## config.mk

```make
export PLATFORM = sky130hd
export DESIGN_NAME = down_count_monitor
export DESIGN_NICKNAME = d
export VERILOG_FILES = /design/src/rtl/down_count_monitor_pkg.sv /design/src/rtl/dcm_evt_slot.sv /design/src/rtl/down_count_monitor.sv
export SDC_FILE = /design/constraint.sdc
export NUM_CORES = 1
export LEC_CHECK = 0
export BUFFER_PORTS_ARGS = -buffer_cell sky130_fd_sc_hd__buf_2
export CELL_PAD_IN_SITES_DETAIL_PLACEMENT = 0
export CELL_PAD_IN_SITES_GLOBAL_PLACEMENT = 1
export CORE_MARGIN = 2
export CORE_UTILIZATION = 39
export DETAILED_ROUTE_END_ITERATION = 8
export HOLD_SLACK_MARGIN = 0.06
export PLACE_DENSITY_LB_ADDON = 0.1
export SLEW_MARGIN = 20
export SYNTH_ARGS = -nofsm -noshare
export SYNTH_HDL_FRONTEND = slang
export SYNTH_SLANG_ARGS = --single-unit
```

## constraint.sdc

```tcl
create_clock -name clk -period 2.8 [get_ports clk]
set_input_delay 0.28 -clock clk [delete_from_list [all_inputs] [get_ports clk]]
set_output_delay 0.28 -clock clk [all_outputs]
set_load 0.01 [all_outputs]
```

## src/rtl/down_count_monitor_pkg.sv

```systemverilog
// rtl/down_count_monitor_pkg.sv - shared types and constants for the down-counter monitor
package down_count_monitor_pkg;

  localparam int CNT_W = 4;

  typedef enum logic [1:0] {
    SYNC  = 2'd0,
    TRACK = 2'd1,
    STALL = 2'd2
  } state_t;

  typedef enum logic [1:0] {
    EVT_NONE  = 2'b00,
    EVT_WRAP  = 2'b01,
    EVT_SKIP  = 2'b10,
    EVT_STALL = 2'b11
  } evt_type_t;

  // Next value a healthy down counter must present; wraps 0 -> 15.
  function automatic logic [CNT_W-1:0] expected_next(input logic [CNT_W-1:0] v);
    return v - 1'b1;
  endfunction

endpackage

```

## src/rtl/dcm_evt_slot.sv

```systemverilog
// rtl/dcm_evt_slot.sv - single-entry registered event slot with valid/ready handoff
module dcm_evt_slot
  import down_count_monitor_pkg::*;
(
  input  logic             clk,
  input  logic             rst,
  input  logic             clr,
  input  logic             load,
  input  evt_type_t        load_type,
  input  logic [CNT_W-1:0] load_data,
  input  logic             evt_ready,
  output logic             evt_valid,
  output logic [1:0]       evt_type,
  output logic [CNT_W-1:0] evt_data,
  output logic             drop
);

  // An event arriving while the slot is full and not draining is lost.
  assign drop = load & evt_valid & ~evt_ready;

  always_ff @(posedge clk or negedge rst) begin
    if (!rst) begin
      evt_valid <= 1'b0;
      evt_type  <= 2'b00;
      evt_data  <= '0;
    end else if (clr) begin
      evt_valid <= 1'b0;
      evt_type  <= 2'b00;
      evt_data  <= '0;
    end else if (load && (!evt_valid || evt_ready)) begin
      evt_valid <= 1'b1;
      evt_type  <= load_type;
      evt_data  <= load_data;
    end else if (evt_ready) begin
      evt_valid <= 1'b0;
    end
  end

endmodule

```

## src/rtl/down_count_monitor.sv

```systemverilog
// rtl/down_count_monitor.sv - checks a 4-bit down counter for wraps, skips and stalls; DCM_ERRCNT_EN adds err_cnt
module down_count_monitor
  import down_count_monitor_pkg::*;
#(
  parameter int WRAP_W = 8
) (
  input  logic              clk,
  input  logic              rst,
  input  logic [CNT_W-1:0]  cnt_q,
  input  logic              cnt_vld,
  input  logic              clr,
  input  logic              evt_ready,
  output logic              evt_valid,
  output logic [1:0]        evt_type,
  output logic [CNT_W-1:0]  evt_data,
  output logic [WRAP_W-1:0] wrap_cnt,
  output logic              err,
  output logic              ovf,
  output logic [7:0]        err_cnt
);

  state_t           state, state_n;
  logic [CNT_W-1:0] prev, prev_n;
  logic [CNT_W-1:0] exp_val;
  logic             ev_fire;
  evt_type_t        ev_type;
  logic [CNT_W-1:0] ev_data;
  logic             is_wrap, is_skip;
  logic             drop;

  assign exp_val = expected_next(prev);

  always_ff @(posedge clk or negedge rst) begin
    if (!rst) begin
      state <= SYNC;
      prev  <= '0;
    end else begin
      state <= state_n;
      prev  <= prev_n;
    end
  end

  always_comb begin
    state_n = state;
    prev_n  = prev;
    ev_fire = 1'b0;
    ev_type = EVT_NONE;
    ev_data = '0;
    is_wrap = 1'b0;
    is_skip = 1'b0;
    if (clr) begin
      state_n = SYNC;
    end else if (cnt_vld) begin
      case (state)
        SYNC: begin
          prev_n  = cnt_q;
          state_n = TRACK;
        end
        TRACK, STALL: begin
          if (cnt_q == exp_val) begin
            prev_n  = cnt_q;
            state_n = TRACK;
            if (prev == '0) begin
              is_wrap = 1'b1;
              ev_fire = 1'b1;
              ev_type = EVT_WRAP;
              ev_data = '1;
            end
          end else if (cnt_q == prev) begin
            // Only the first repeated sample reports; further repeats are silent.
            if (state == TRACK) begin
              ev_fire = 1'b1;
              ev_type = EVT_STALL;
              ev_data = cnt_q;
              state_n = STALL;
            end
          end else begin
            is_skip = 1'b1;
            ev_fire = 1'b1;
            ev_type = EVT_SKIP;
            ev_data = cnt_q;
            prev_n  = cnt_q;
            state_n = TRACK;
          end
        end
        default: state_n = SYNC;
      endcase
    end
  end

  dcm_evt_slot u_slot (
    .clk       (clk),
    .rst       (rst),
    .clr       (clr),
    .load      (ev_fire),
    .load_type (ev_type),
    .load_data (ev_data),
    .evt_ready (evt_ready),
    .evt_valid (evt_valid),
    .evt_type  (evt_type),
    .evt_data  (evt_data),
    .drop      (drop)
  );

  always_ff @(posedge clk or negedge rst) begin
    if (!rst) begin
      wrap_cnt <= '0;
      err      <= 1'b0;
      ovf      <= 1'b0;
    end else if (clr) begin
      wrap_cnt <= '0;
      err      <= 1'b0;
      ovf      <= 1'b0;
    end else begin
      if (is_wrap && (wrap_cnt != '1))
        wrap_cnt <= wrap_cnt + WRAP_W'(1);
      if (is_skip)
        err <= 1'b1;
      if (drop)
        ovf <= 1'b1;
    end
  end

`ifdef DCM_ERRCNT_EN
  logic [7:0] err_cnt_q;

  always_ff @(posedge clk or negedge rst) begin
    if (!rst)
      err_cnt_q <= 8'd0;
    else if (clr)
      err_cnt_q <= 8'd0;
    else if (is_skip && (err_cnt_q != 8'hFF))
      err_cnt_q <= err_cnt_q + 8'd1;
  end

  assign err_cnt = err_cnt_q;
`else
  assign err_cnt = 8'd0;
`endif

endmodule

```

==> results.yml, run 1 <==
outcome:
  status: "finished, final reports clean"
timing:
  skew_ps: 11.46
  tns_ps: 0
  setup_viol: 0
  hold_violations: 0
  fmax_mhz: 379.5
  rsz0062_at_grt: "no"
  relSlewSlack: 0.6455
  tightest_slew_ps: 531.8
  final_max_slew_viol_count: 0
  post-route-min-period_ps: 2635
  period_share: 0.9411
critical_path:
  path_delay_family: "simple AND/OR/NAND/NOR gates"
  cp.arrival_ps: 2880
  cp_slowest_stage_delay_ps: 670
  path_max_fanout: 12
  crit_required_ps: 3050
  end_kind: "flop"
  crit_buf_inv: 1
  cp-start-kind: "flop"
  cp_cell_sequence: "inv_1, ha_1, xnor2_1, or4b_2, or3_4, or3_1, a21oi_1"
  worstSetupPathType: "flop to flop"
  slowest_stage: "or4b_2"
synthesis:
  ys_seq_elements: 23
  synthTopCellsByArea: "dfrtp_1 42%, ha_1 4.6%, buf_4 4.4%"
  synth_top_family_by_area: "simple AND/OR/NAND/NOR gates"
  synth.avg_cell_area_um2: 9.697
  synth-compound-area-share: 0.1567
  synth_top_area_frac: 0.4240
  yosys.area.top_type: "dfrtp_1"
  synth_adder_area_share: 0.04608
  synth-xor-area-share: 0.03871
  synth_edf_count: 0
  ys_seq_area_frac: 0.4240
  ys_types: 42
  synth_mux_area_frac: 0.05161
  synth_flop_cell: "dfrtp_1"
  yosysWarnings: 0
  synthCells: 140
  synth-simple-area-share: 0.2000
  synthArstFlopShare: 1.000
  synth_area_um2: 1358
grt:
  grt_start_max_net_pins: 24
  grtUsageTotal: 0.1581
  grt_pass1_vias: 1081
  grt-ovfl-total: 0
  grt_pass1_wl_mm: 4.968
  antenna_found_initial: 0
floorplan:
  num_rows: 21
  core-area_um2: 3337
  chipHeight_um: 63
  io_pins: 34
  dieArea_um2: 3969
  chipWidth_um: 63
  initial_core_util: 0.4068
routing:
  drtIter0Drc: 54
  wl_per_cell_um: 13.23
  antenna_left: 0
  num_vias: 1098
  vias_per_cell: 5.155
  drt_pass1_iterations: 4
  wirelength_mm: 2.819
  drc: 0
clock_network:
  clk_latency_ps: 310
  cts_root_buf: "clkbuf_4"
  postCtsResizedCells: 0
  cts_tree: "built"
  clkTransAtPathRegs_ps: 130
  cts_sinks: 23
  htree_levels: 1
  cts_made_buffers: 3
  clock_path_buffers: 2
power:
  peakVddDrop_mv: 0.2169
  powerDensity_nw_per_um2: 433.1
  p_leak_uw: 0.0007183
final_layout:
  drive_gt1_frac: 0.2216
  diodes: 0
  syn2layout_area_growth_pct: 12.81
  finalNetCount: 182
  fin_cells: 213
  fillers: 343
placed_design:
  place.gp.congestion: 0.9101
  placed_cells: 208
  numPortBuffers: 25
  hpwl_mm: 2.154
flow_run:
  maxCapViolCount: 0
worst_hold_path:
  hp-class: "input pin to flop"
==> cell usage after synthesis (3+ instances only) <==
| master | number |
|---|---|
| a21oi_1 | 3 |
| nand2_1 | 13 |
| dfrtp_1 | 23 |
| inv_1 | 8 |
| nand3_1 | 7 |
| a2bb2oi_1 | 5 |
| nor2_1 | 8 |
| ha_1 | 5 |
| nor2b_1 | 3 |
| xnor2_1 | 6 |
| o21ai_0 | 11 |
| buf_4 | 8 |
==> path summary, 6_finish.rpt <==
kind | startpoint | end | slack [ps] | cells past startpoint
max | prev[0]$_DFFE_PN0P_ | wrap_cnt[7]$_DFFE_PN0P_ | 160 | 7
min | cnt_q[3] | prev[3]$_DFFE_PN0P_ | 250 | 2
max reg2reg | prev[0]$_DFFE_PN0P_ | wrap_cnt[7]$_DFFE_PN0P_ | 160 | 7
min reg2reg | err$_DFFE_PN0P_ | err$_DFFE_PN0P_ | 520 | 2
max in group asynchronous | rst | prev[1]$_DFFE_PN0P_ | 1970 | 2
min in group asynchronous | rst | wrap_cnt[3]$_DFFE_PN0P_ | 470 | 2
==> metrics by stage <==
step | utilization | total power [µW] | instance area [µm²] | hold slack (ps) | setup WS (ps)
after floorplan | - | 478.2 | 1384 | -15.59 | 277.1
after global placement | 0.4481 | 513.3 | 1495 | 287.5 | 239.8
after detailed placement | 0.4481 | 516.5 | 1495 | 291.9 | 204.5
after CTS | 0.4589 | 677.2 | 1531 | 233.4 | 182.0
after global routing | 0.4589 | 717.3 | 1531 | 221.0 | 51.22
final | 0.4589 | 663.2 | 1531 | 245.9 | 164.9
==> kinds of logic after synthesis <==
group / Yosys count
and+or+nand+nor: 50
muxes: 5
xor gates and xnor gates: 6
other: 1
DFF: 23
AOI/OAI and AO/OA: 31
buffers and inverters: 19
adders and majority gates: 5
==> flip-flops by register name (all words and copies together) (netlist names) <==
name and flops:
u_slot.evt_type 2, u_slot.evt_valid 1, state 2, prev 4
wrap_cnt 8, u_slot.evt_data 4, err 1, ovf 1
==> final cells by class <==
class,count,area (µm²),share of cell area
clock buffer,4,26.28,0.01716
multi-input combinational,105,699.4,0.4567
timing repair buffer,27,142.6,0.09314
inverter,8,30.03,0.01961
sequential,23,575.6,0.3758
tap,46,57.56,0.03758
==> worst reg2reg max path, cell delays in order (launching register included) <==
cell and delay [ps]:
dfrtp_1 420, inv_1 80, ha_1 300, xnor2_1 140, or4b_2 670, or3_4 470
or3_1 370, a21oi_1 140
==> cells in the final DEF, fill, tap and decap left out, types with 5 or more instances in the layout <==
cell type	count
dfrtp_1	23
a2bb2oi_1	5
nand3_1	7
nor2_1	8
ha_1	5
buf_2	25
conb_1	8
inv_1	8
xnor2_1	6
o21ai_0	11
nand2_1	13
==> metal layers <==
layer	vias to the layer above	routed length (µm)	global-route usage
met5	-	0	0
met4	0	19	0.05833
met3	2	78	0.02162
met2	25	1396	0.2593
met1	532	1325	0.2119
li1	539	-	-
==> report_power, final <==
group          total (µW)  internal [µW]  leakage [µW]  switching (µW)
logic                 144           61.7      0.000393            81.9
clock network         153           55.5     0.0000150            97.5
registers             367            351      0.000310            16.0
==> repair_timing <==
action,in CTS,in global routing
buffers inserted,0,0
hold endpoints to repair,23,0
hold buffers,1,0
Power figures use the tool's default switching activity.
==> run 2: changes to the inputs <==
PLACE_DENSITY = 0.87   (was unset)
PLACE_DENSITY_LB_ADDON = unset   (was 0.1)
==> run 2 against run 1 <==
- count of clock-buffer cells in the layout fell by 1
- worst hold slack worse by 7.6 ps
- first-iteration DRC count up 5.6%
- sequential share of layout area about the same
- register-to-register slack got worse by 50 ps
- sequential cell count unchanged
- core utilization about the same
- non-clock buffer count unchanged
- worst setup slack got worse by 48 ps
- clock power grew 4%
- global-route usage down 0.24 points
- cell count is the same
- critical path type unchanged
- highest routed layer unchanged
==> results.yml, run 2 (synthesized netlist as in run 1, its figures left out) <==
routing:
  drt_pass1_iterations: 4
  met1_length_mm: 1.157
  dr_wl_met3_um: 80
  dr_wl_met2_mm: 1.480
  num_vias: 1092
  antenna_left: 0
  drtIter0Drc: 57
  drc: 0
  wirelength_mm: 2.733
  vias_per_cell: 5.127
  top_layer_used: "met4"
  wl_per_cell_um: 12.83
final_layout:
  regArea_um2: 575.6
  diodes: 0
  final_cell_mix: "25 x buf_2, 23 x dfrtp_1, 13 x nand2_1"
  multiInputGateArea_um2: 699.4
  largest-register: "wrap_cnt"
  layout.cells.most_common: "buf_2"
  finalNetCount: 182
  fin_cells: 213
  largest_reg_flops: 8
  fillers: 335
  drive_gt1_frac: 0.2275
  syn2layout_area_growth_pct: 12.90
  reg_top3: "wrap_cnt (8), prev (4), u_slot.evt_data (4)"
critical_path:
  slowest_stage: "or4b_2"
  reg2reg_setup_slack_ps: 120
  path_max_fanout: 12
  end_kind: "flop"
  worstSetupPathType: "flop to flop"
  crit_required_ps: 3050
  cp_slowest_stage_delay_ps: 670
  ff2ff_path_depth: 7
  cp-start-kind: "flop"
  cp.arrival_ps: 2930
  cp_cell_sequence: "inv_1, ha_1, xnor2_1, or4b_2, or3_4, or3_1, a21oi_1"
timing:
  post-route-min-period_ps: 2683
  fmax_mhz: 372.7
  setup_viol: 0
  period_share: 0.9583
  rsz0062_at_grt: "no"
  relSlewSlack: 0.6572
  skew_ps: 4.505
  tns_ps: 0
  final_max_slew_viol_count: 0
  tightest_slew_ps: 514.2
  hold_violations: 0
clock_network:
  cts_sinks: 23
  cts_root_buf: "clkbuf_4"
  htree_levels: 1
  clock_path_buffers: 2
  clkTransAtPathRegs_ps: 130
  cts_tree: "built"
  cts_made_buffers: 3
  clk_latency_ps: 310
floorplan:
  io_pins: 34
  chipWidth_um: 63
  dieArea_um2: 3969
  num_rows: 21
  core-area_um2: 3337
  initial_core_util: 0.4068
  chipHeight_um: 63
outcome:
  status: "finished, final reports clean"
grt:
  antenna_found_initial: 0
  grtUsageTotal: 0.1557
  grt_pass1_vias: 1136
  grt_pass1_wl_mm: 4.968
  grt-ovfl-total: 0
  grt_start_max_net_pins: 24
placed_design:
  numPortBuffers: 25
  hpwl_mm: 2.190
  placed_cells: 208
  place.gp.congestion: 0.7775
flow_run:
  maxCapViolCount: 0
power:
  powerDensity_nw_per_um2: 436.1
  peakVddDrop_mv: 0.1370
  p_leak_uw: 0.0007210
worst_hold_path:
  hp-class: "input pin to flop"
  hold_path_depth: 3
==> run 2: final cells by class <==
cell class / count / area share
Multi-Input combinational cell: 105 / 0.4563
Sequential cell: 23 / 0.3755
Inverter: 8 / 0.01959
Clock buffer: 3 / 0.01469
Tap cell: 46 / 0.03755
Timing Repair Buffer: 27 / 0.09306
Clock inverter: 1 / 0.003265
==> run 2: worst max-delay path, delay by kind of cell, from the launching register on <==
family	cells	cell delay, ps
buffers and inverters	1	80
AND/OR/NAND/NOR	3	1500
flip-flops	1	430
AO/OA/AOI/OAI	1	160
adder cells (fa/ha/maj)	1	300
XOR/XNOR	1	150
==> run 2: worst paths after layout <==
check | to | startpoint
max | wrap_cnt[7]$_DFFE_PN0P_ | prev[0]$_DFFE_PN0P_
min | prev[1]$_DFFE_PN0P_ | cnt_q[1]
max reg2reg | wrap_cnt[7]$_DFFE_PN0P_ | prev[0]$_DFFE_PN0P_
min reg2reg | err$_DFFE_PN0P_ | err$_DFFE_PN0P_
max in group asynchronous | prev[0]$_DFFE_PN0P_ | rst
min in group asynchronous | wrap_cnt[1]$_DFFE_PN0P_ | rst
==> run 2: routing by layer <==
metal	global-route usage	vias up
met3	0.02523	2
met2	0.2832	18
met5	0	-
met1	0.1863	535
met4	0.04722	0
li1	-	537
==> run 2: repair_timing <==
action	in CTS	in global routing
hold endpoints to repair	23	0
hold buffers	1	0
gates resized for setup	0	0
setup buffers	0	0
==> run 2: through the flow <==
step	instance area, µm²	power, µW	setup slack (ps)	hold WS (ps)	utilization
floorplan	1384	478.2	277.1	-15.59	-
global placement	1495	510.7	254.5	278.8	0.4481
detailed placement	1495	517.1	146.7	292.0	0.4481
CTS	1533	681.0	111.2	239.8	0.4593
global route	1533	713.3	16.60	241.9	0.4593
finish	1533	668.4	116.7	238.4	0.4593
==> run 2: where the power goes <==
group	internal [µW]	switching, µW
clock network	53.4	106
registers	351	15.0
logic	61.6	81.8
